==> config.mk <==
export PLATFORM = sky130hd
export DESIGN_NAME = alu_stage
export DESIGN_NICKNAME = d
export VERILOG_FILES = /design/src/rtl/alu_stage.sv
export SDC_FILE = /design/constraint.sdc
export NUM_CORES = 1
export LEC_CHECK = 0
export ABC_AREA = 1
export CORE_ASPECT_RATIO = 0.9
export CORE_MARGIN = 10
export CORE_UTILIZATION = 40
export CTS_BUF_LIST = sky130_fd_sc_hd__clkbuf_2
export CTS_CLUSTER_DIAMETER = 120
export DETAILED_ROUTE_END_ITERATION = 8
export DONT_BUFFER_PORTS = 1
export PLACE_DENSITY = 0.6
export SYNTH_ARGS = -nofsm -noshare
export SYNTH_HDL_FRONTEND = slang
export SYNTH_SLANG_ARGS = --single-unit
==> constraint.sdc <==
create_clock -name clk -period 1.45 [get_ports clk]
set_input_delay 0.145 -clock clk [delete_from_list [all_inputs] [get_ports clk]]
set_output_delay 0.145 -clock clk [all_outputs]
set_load 0.02 [all_outputs]
==> src/rtl/alu_stage.sv <==
// alu_stage: registered execute-stage ALU with ready/valid on both sides.
// A second (skid) register absorbs one result so in_ready never depends on out_ready.
module alu_stage #(
    parameter int DATA_WIDTH = 32,
    parameter int TAG_WIDTH  = 5
) (
    input  logic                  clk,
    input  logic                  reset_n,
    input  logic                  flush,
    input  logic                  in_valid,
    output logic                  in_ready,
    input  logic [3:0]            in_op,
    input  logic [DATA_WIDTH-1:0] in_a,
    input  logic [DATA_WIDTH-1:0] in_b,
    input  logic [TAG_WIDTH-1:0]  in_tag,
    output logic                  out_valid,
    input  logic                  out_ready,
    output logic [DATA_WIDTH-1:0] out_result,
    output logic                  out_zero,
    output logic [TAG_WIDTH-1:0]  out_tag
);
    localparam int SW = $clog2(DATA_WIDTH);

    logic [SW-1:0]         shamt;
    logic [DATA_WIDTH-1:0] res;
    logic                  accept, drain;
    logic                  o_valid_q, o_valid_d, s_valid_q, s_valid_d;
    logic [DATA_WIDTH-1:0] o_data_q, o_data_d, s_data_q, s_data_d;
    logic [TAG_WIDTH-1:0]  o_tag_q, o_tag_d, s_tag_q, s_tag_d;

    assign shamt = in_b[SW-1:0];

    always_comb begin
        res = '0;
        case (in_op)
            4'b0000: res = in_a & in_b;
            4'b0001: res = in_a | in_b;
            4'b0010: res = in_a + in_b;
            4'b0110: res = in_a - in_b;
            4'b0011: res = in_a ^ in_b;
            4'b0111: res = {{(DATA_WIDTH-1){1'b0}}, $signed(in_a) < $signed(in_b)};
            4'b0101: res = {{(DATA_WIDTH-1){1'b0}}, in_a < in_b};
            4'b0100: res = in_a << shamt;
            4'b1000: res = in_a >> shamt;
            4'b1001: res = $unsigned($signed(in_a) >>> shamt);
            default: res = '0;
        endcase
    end

    assign in_ready   = !s_valid_q;
    assign accept     = in_valid && in_ready;
    assign drain      = o_valid_q && out_ready;
    assign out_valid  = o_valid_q;
    assign out_result = o_data_q;
    assign out_zero   = (o_data_q == '0);
    assign out_tag    = o_tag_q;

    always_comb begin
        o_valid_d = o_valid_q;
        o_data_d  = o_data_q;
        o_tag_d   = o_tag_q;
        s_valid_d = s_valid_q;
        s_data_d  = s_data_q;
        s_tag_d   = s_tag_q;
        if (flush) begin
            o_valid_d = 1'b0;
            s_valid_d = 1'b0;
        end else if (s_valid_q && drain) begin
            o_data_d  = s_data_q;
            o_tag_d   = s_tag_q;
            s_valid_d = 1'b0;
        end else if (accept && (!o_valid_q || drain)) begin
            o_valid_d = 1'b1;
            o_data_d  = res;
            o_tag_d   = in_tag;
        end else if (accept) begin
            s_valid_d = 1'b1;
            s_data_d  = res;
            s_tag_d   = in_tag;
        end else if (drain) begin
            o_valid_d = 1'b0;
        end
    end

    always_ff @(posedge clk or negedge reset_n) begin
        if (!reset_n) begin
            o_valid_q <= 1'b0;
            o_data_q  <= '0;
            o_tag_q   <= '0;
            s_valid_q <= 1'b0;
            s_data_q  <= '0;
            s_tag_q   <= '0;
        end else begin
            o_valid_q <= o_valid_d;
            o_data_q  <= o_data_d;
            o_tag_q   <= o_tag_d;
            s_valid_q <= s_valid_d;
            s_data_q  <= s_data_d;
            s_tag_q   <= s_tag_d;
        end
    end
endmodule

==> summary.md, run 1 <==
| Metric | Value |
|---|---|
| Grt ovf | 0 |
| Die Ht | 196 µm |
| Fmax | 424 MHz |
| Maxcap violations | 0 |
| Vias in the first global route | 19,281 |
| CTS root buf | clkbuf_2 |
| # nets final | 3,218 |
| Mapped cell area | 0.0137 mm² |
| Htree depth | 3 |
| Max layer used | met4 |
| Worst stage delay on the critical path | 0.52 ns |
| PwrDens | 586 mW/mm² |
| Area delta synth->final | 47.7% |
| Antenna-violating nets left | 0 |
| Ys async rst share | 100% |
| Minimum clock period | 2.36 ns |
| Vias per cell | 5.79 |
| FF-to-FF setup slack | -0.29 ns |
| Global-route wire length before repair | 116,000 µm |
| DRT met1 WL | 31,000 µm |
| Final hold vios | 76 |
| Drt initial violations | 2,702 |
| Skew-Pair Late Insertion Delay | 0.60 ns |
| Gpl congestion | 1.03 |
| Cell variety after synth | 49 |
| FF-to-FF End | out_result[10] |
| Worst Reg-to-Reg Cells | 10 |
| Routed wl met3 | 8820 µm |
| Ports | 118 |
| DPL Wire Length | 61,400 µm |
| Design Area, Final | 0.0203 mm² |
| Clock buffer count from CTS | 9 |
| Status | finished with violations |
| Synth Net Count | 2,738 |
| Worst setup startpoint | out_result[12] |
| CP Class | reg -> out |
| Fill count | 3,385 |
| Leak pwr | 11.3 nW |
| Die Area | 0.0422 mm² |
| Most frequent cell on the critical path | nor4_4 |
| Syn_area_per_cell | 5.38 µm² |
| Setup crit end kind | output port |
| Setup Skew | 0.0359 ns |
| Total power draw | 11.9 mW |
| Critical R2R Launch | out_valid |
| Die W | 215 µm |
| Post-synth EDFFs | 0 |
| Minimum hold slack | -0.834 ns |
| Largest net degree at the start of global routing | 77 |
| Worst hold path type | in -> async |
| Count of input and output buffers | 0 |
| Routed wire length | 79,800 µm |
| Final worst-path cycle share | 162% |
| Core ar. | 0.0340 mm² |
| Initial antenna violation count | 1 |
| CTS tree | built |
| Setup ws final | -0.906 ns |
| Post-Syn Instances | 2,556 |
| Tot GR Track Use | 35.8% |
| Arrival time worst endpoint | 2.21 ns |
| Worst-path fanout max | 2 |
| Initial Utilization | 40.5% |
| WL per Instance | 22.8 µm |
| Yosys reg bits | 76 |
| Element type at the critical path start | register |
| DRC violations left | 0 |
| Final setup viols | 78 |
| Failing checks | hold timing, setup timing |
| CP cell instances | nor4_4 -> nand4_1 -> nor4_4 -> buf_4 |
| CP top delay family | simple AND/OR/NAND/NOR gates |
| Iteration count of the initial detailed-routing pass | 6 |
| RSZ-0062 raised after global routing | yes |
| Yosys warning count | 0 |
| Relative slew slack | 59.2% |
| Fin. max-slew vios | 0 |
| Num Clock Sinks | 76 |
| Slew at the pin closest to its max-slew limit | 0.606 ns |
| Buf+Inv Stages, Crit Path | 1 |
| Bufs on Longest Clock Path | 2 |
| Clock slew at reported path FFs | 0.30 ns |
| Std cell rows | 64 |
| Sequential area share after synthesis | 13.8% |
| Met2 routed WL | 35,200 µm |
| Crit-path slowest cell | dfrtp_2 |
| Worst EP required | 1.31 ns |
| Layout cells sized above 1 | 29.6% |
| Post-synth top flop | dfrtp_1 |
| Area after DPL | 0.0181 mm² |
| Vias | 20,276 |
| Maximum vdd drop | 494 µV |
[flip-flops by register name, summed over array words and instances (netlist names)]
name,flops
s_tag_q,5
out_tag,5
out_valid,1
out_result,32
s_data_q,32
s_valid_q,1
[cell type report]
| cell class | instances | area (µm²) | share of cell area [%] |
|---|---|---|---|
| Antenna cell | 1 | 2.50 | 0.0123 |
| Clock buffer | 9 | 45.0 | 0.222 |
| Clock inverter | 7 | 65.1 | 0.320 |
| Inverter | 350 | 1360 | 6.71 |
| Multi-Input combinational cell | 2012 | 11300 | 55.4 |
| Sequential cell | 76 | 1910 | 9.39 |
| Tap cell | 462 | 578 | 2.85 |
| Timing Repair Buffer | 586 | 5060 | 24.9 |
| Timing Repair inverter | 1 | 30.0 | 0.148 |
[layer usage]
layer	track usage [%]	up-vias
met2	57.2	1331
met4	17.7	0
li1	-	9231
met3	7.03	259
met5	0	-
met1	45.3	9455
[synth_stat cells (4+ instances only)]
cell type / number / area (µm²)
buf_1: 14 / 52.6
o21bai_1: 8 / 60.1
nor4_1: 9 / 56.3
dfrtp_1: 76 / 1900
o22ai_1: 22 / 138
nor2_1: 174 / 653
inv_2: 20 / 75.1
nand3b_1: 6 / 45.0
nor3_1: 13 / 65.1
o21ai_1: 34 / 170
or2_2: 5 / 31.3
nor2_2: 5 / 31.3
buf_2: 58 / 290
nand2_1: 874 / 3280
and2_1: 7 / 43.8
a31oi_1: 7 / 43.8
buf_6: 7 / 78.8
o21ai_0: 67 / 335
nand2_2: 7 / 43.8
buf_4: 9 / 67.6
ha_1: 102 / 1280
clkbuf_1: 26 / 97.6
o211ai_1: 18 / 135
clkbuf_2: 4 / 20.0
a21oi_1: 109 / 546
inv_1: 328 / 1230
nand3_1: 454 / 2270
nor2_4: 4 / 45.0
nand4_1: 55 / 344
[stage by stage]
stage,utilization (%),worst slack (ns),std cells,TNS (ns)
final,59.8,-0.906,3504,-11.93
after global routing,59.8,-0.952,3504,-17.44
after CTS,58.4,-0.830,3504,-10.18
after detailed placement,53.3,-0.932,3438,-47.92
after global placement,53.3,-0.914,3438,-46.92
after floorplan,-,-0.558,2556,-26.05
[worst max-delay path by stage]
stage / endpoint / depth (start not counted)
after global placement: out_result[18] / 13
after detailed placement: out_result[18] / 13
after CTS: out_zero / 5
final: out_zero / 4
after global routing: out_zero / 4
after floorplan: out_result[0] / 20
[placed cells by master (no fill, tap or decap), drive strengths merged, types with 3 or more instances in the layout]
cell,instances
nand3,456
nor2,184
o31ai,3
clkbuf,9
or2,7
xor2,3
o211ai,19
ha,102
nor4,9
and2,7
and3,3
a21oi,111
dfrtp,76
o21bai,8
nor3,16
o22ai,22
dlygate4sd3,12
a31oi,7
buf,574
inv,353
clkinv,4
nand2,882
a211oi,3
nand4,55
nand3b,6
o21ai,101
[power by group]
group,internal [mW],switching [mW]
sequential,2.60,0.377
combinational,3.15,4.51
clock,0.275,0.984
[timing repair]
action                                  CTS  global route
setup buffers                            25            13
resized for setup                       239           163
pin swaps                                67            46
cloned                                   18             0
endpoints found under the setup margin   70            82
endpoints found under the hold margin    99            78
hold buffers                             10             2
[kinds of logic (layout without fill, tap and decap cells)]
| group | Yosys count | count (layout) | synth area share, % |
|---|---|---|---|
| simple gates | 1625 | 1625 | 51.1 |
| buf+inv | 468 | 953 | 14.0 |
| compound gates | 280 | 280 | 11.3 |
| fa+ha+maj | 104 | 104 | 9.57 |
| flops | 76 | 76 | 13.8 |
| xor+xnor | 3 | 3 | 0.191 |
| other cells | 0 | 1 | 0 |
Power figures use the tool's default switching activity.
==> run 2, diff against run 1 <==
--- a/config.mk
+++ b/config.mk
@@ -9,8 +9,8 @@
 export CORE_ASPECT_RATIO = 0.9
 export CORE_MARGIN = 10
 export CORE_UTILIZATION = 40
-export CTS_BUF_LIST = sky130_fd_sc_hd__clkbuf_2
-export CTS_CLUSTER_DIAMETER = 120
+export CTS_BUF_LIST = sky130_fd_sc_hd__clkbuf_4 sky130_fd_sc_hd__clkbuf_8
+export CTS_CLUSTER_DIAMETER = 200
 export DETAILED_ROUTE_END_ITERATION = 8
 export DONT_BUFFER_PORTS = 1
 export PLACE_DENSITY = 0.6
==> run 2 against run 1 <==
The run still ends with hold timing, setup timing left. Worst setup slack improved by 0.18 ns. Non-clock buffer count increased by 59. Design area grew 14%. Combinational power is 17% higher. Clock skew shrank 0.023 ns. Critical endpoint unchanged.
==> summary.md, run 2 (synthesis results as in run 1) <==
| Metric | Value |
|---|---|
| Status | finished with violations |
| Failing checks | hold timing, setup timing |
| Minimum hold slack | -0.557 ns (+0.277 ns) |
| # nets final | 3,277 (+1.8%) |
| Element type at the critical path start | register |
| Part of the power in the clock network | 12.3% (+1.7 points) |
| Vias in the first global route | 19,945 (+3.4%) |
| Leak pwr | 12.2 nW (+7.9%) |
| Worst-path fanout max | 2 (unchanged) |
| Psw | 6.56 mW (+12%) |
| Fill count | 3,050 (-9.9%) |
| Count of input and output buffers | 0 (unchanged) |
| Htree depth | 3 (unchanged) |
| Grt ovf | 0 (unchanged) |
| Switch share | 48.3% (-1.1 points) |
| RSZ-0062 raised after global routing | yes |
| Setup Skew | 0.0125 ns (-0.0234 ns) |
| Clock slew at reported path FFs | 0.10 ns (-0.20 ns) |
| Final setup viols | 76 (-2.6%) |
| Std cell rows | 64 (unchanged) |
| Maxcap violations | 0 (unchanged) |
| Internal power | 7.03 mW (+17%) |
| PwrDens | 589 mW/mm² (+0.58%) |
| Setup ws final | -0.729 ns (+0.177 ns) |
| Area delta synth->final | 67.8% |
| Pre-CTS setup slack | -0.932 ns (unchanged) |
| Initial Utilization | 40.5% (unchanged) |
| Worst EP required | 1.31 ns (about the same) |
| Fmax | 459 MHz (+8.1%) |
| Final Util | 67.9% (+8.1 points) |
| Tot GR Track Use | 36.6% (+0.77 points) |
| Die Area | 0.0422 mm² (unchanged) |
| Drt initial violations | 2,528 (-6.4%) |
| Initial antenna violation count | 1 (unchanged) |
| Bufs on Longest Clock Path | 2 (unchanged) |
| Cells after DPL | 3,438 (unchanged) |
| Vias | 20,894 (+3.0%) |
| Ports | 118 (unchanged) |
| Die Ht | 196 µm (unchanged) |
| Worst hold path type | in -> async |
| CTS root buf | clkbuf_8 |
| Non-filler cells, final | 3,562 (+1.7%) |
| WL per Instance | 23.5 µm (+3.2%) |
| Final hold vios | 76 (unchanged) |
| Routed wire length | 83,700 µm (+5.0%) |
| DPL Wire Length | 61,400 µm (unchanged) |
| Layout cells sized above 1 | 43.8% (+14 points) |
| CP Class | reg -> out |
| Skew-Pair Late Insertion Delay | 0.38 ns (-0.22 ns) |
| Critical R2R Launch | out_valid |
| DRC violations left | 0 (unchanged) |
| Slew at the pin closest to its max-slew limit | 0.556 ns (-0.0499 ns) |
| Design Area, Final | 0.0231 mm² (+14%) |
| Total power draw | 13.6 mW (+14%) |
| Antenna-violating nets left | 0 (unchanged) |
| Logic pwr share | 66.0% (+1.6 points) |
| Clock buffer count from CTS | 9 (unchanged) |
| Setup crit end kind | output port |
| Die W | 215 µm (unchanged) |
| Maximum vdd drop | 512 µV (+3.6%) |
| Largest net degree at the start of global routing | 77 (unchanged) |
| Arrival time worst endpoint | 2.03 ns (-0.18 ns) |
| Minimum clock period | 2.18 ns (-0.177 ns) |
| Worst setup startpoint | out_result[1] |
| Commonest non-fill, non-tap cells in the layout | nand2_1, buf_4, nand3_1, inv_1, nand2_2 |
| Setup_tns | -20.64 ns (-8.71 ns) |
| Vias per cell | 5.87 (+1.4%) |
| Core ar. | 0.0340 mm² (unchanged) |
| Relative slew slack | 62.5% (+3.4 points) |
| Hold Buf Count CTS | 7 (-3) |
| Power share of the sequential group | 21.7% (-3.3 points) |
| Iteration count of the initial detailed-routing pass | 6 (unchanged) |
| Area after DPL | 0.0181 mm² (unchanged) |
| Fin. max-slew vios | 0 (unchanged) |
| Gpl congestion | 1.03 (unchanged) |
| Final worst-path cycle share | 150% (-12 points) |
| Global-route wire length before repair | 120,000 µm (+3.1%) |
| N_diodes | 0 (-1) |
| Commonest non-fill, non-tap cell in the layout | nand2_1 |
| Num Clock Sinks | 76 (unchanged) |
| CTS tree | built |
run 2: changes by cell type in the layout (fill, tap and decap cells not counted), moves of 33 or more:
| cell | change |
|---|---|
| nand2_1 | -146 |
| nand2_2 | +111 |
| nand3_1 | -79 |
| nand3_2 | +68 |
| buf_6 | +60 |
| inv_1 | -55 |
| nor2_1 | -50 |
| inv_2 | +47 |
| nand2_4 | +33 |
run 2: layout make-up:
type,instances,area [µm²],share of cell area [%]
repair inverters,1,11.3,0.0488
clock inverters,7,65.1,0.282
flip-flops and latches,76,1900,8.26
inverters,350,1460,6.34
clock buffers,9,124,0.537
multi-input cells,2012,13100,56.9
well taps,462,578,2.51
repair buffers,645,5810,25.2
run 2: final timing paths:
path	cells past startpoint	to	slack, ns
setup / recovery	5	out_zero	-0.73
hold / removal	0	out_result[17]	-0.56
setup reg to reg	12	out_result[23]	-0.40
hold reg to reg	2	s_tag_q[0]	0.50
max in group asynchronous	0	out_valid	1.86
min in group clk	3	out_valid	0.07
run 2: metal layers:
metal,global-route usage [%],up-vias,part of all wire (%)
met4,16.6,0,6.4
li1,-,9360,-
met1,45.7,9843,38
met5,0,-,0
met3,8.37,324,11
met2,58.8,1367,44
run 2: repair_timing:
item,CTS,global route
pin swaps,229,205
resized for setup,671,334
setup buffers,63,39
endpoints found under the hold margin,88,76
setup endpoints to repair,70,75
cloned,13,5
run 2: power by group through the flow:
stage               Clock (mW)  Sequential, mW  Combinational [mW]
floorplan                    0            3.07                3.34
global placement             0            2.90                6.36
detailed placement           0            2.92                6.42
CTS                       1.63            2.89                7.81
global route              1.74            2.97                9.50
finish                    1.67            2.95                8.97
run 2: critical path: stages (launching register included):
cell	delay, ns
dfrtp_1	0.41
nor4_2	0.29
buf_4	0.17
nand4_1	0.27
nor4_4	0.31
buf_4	0.19
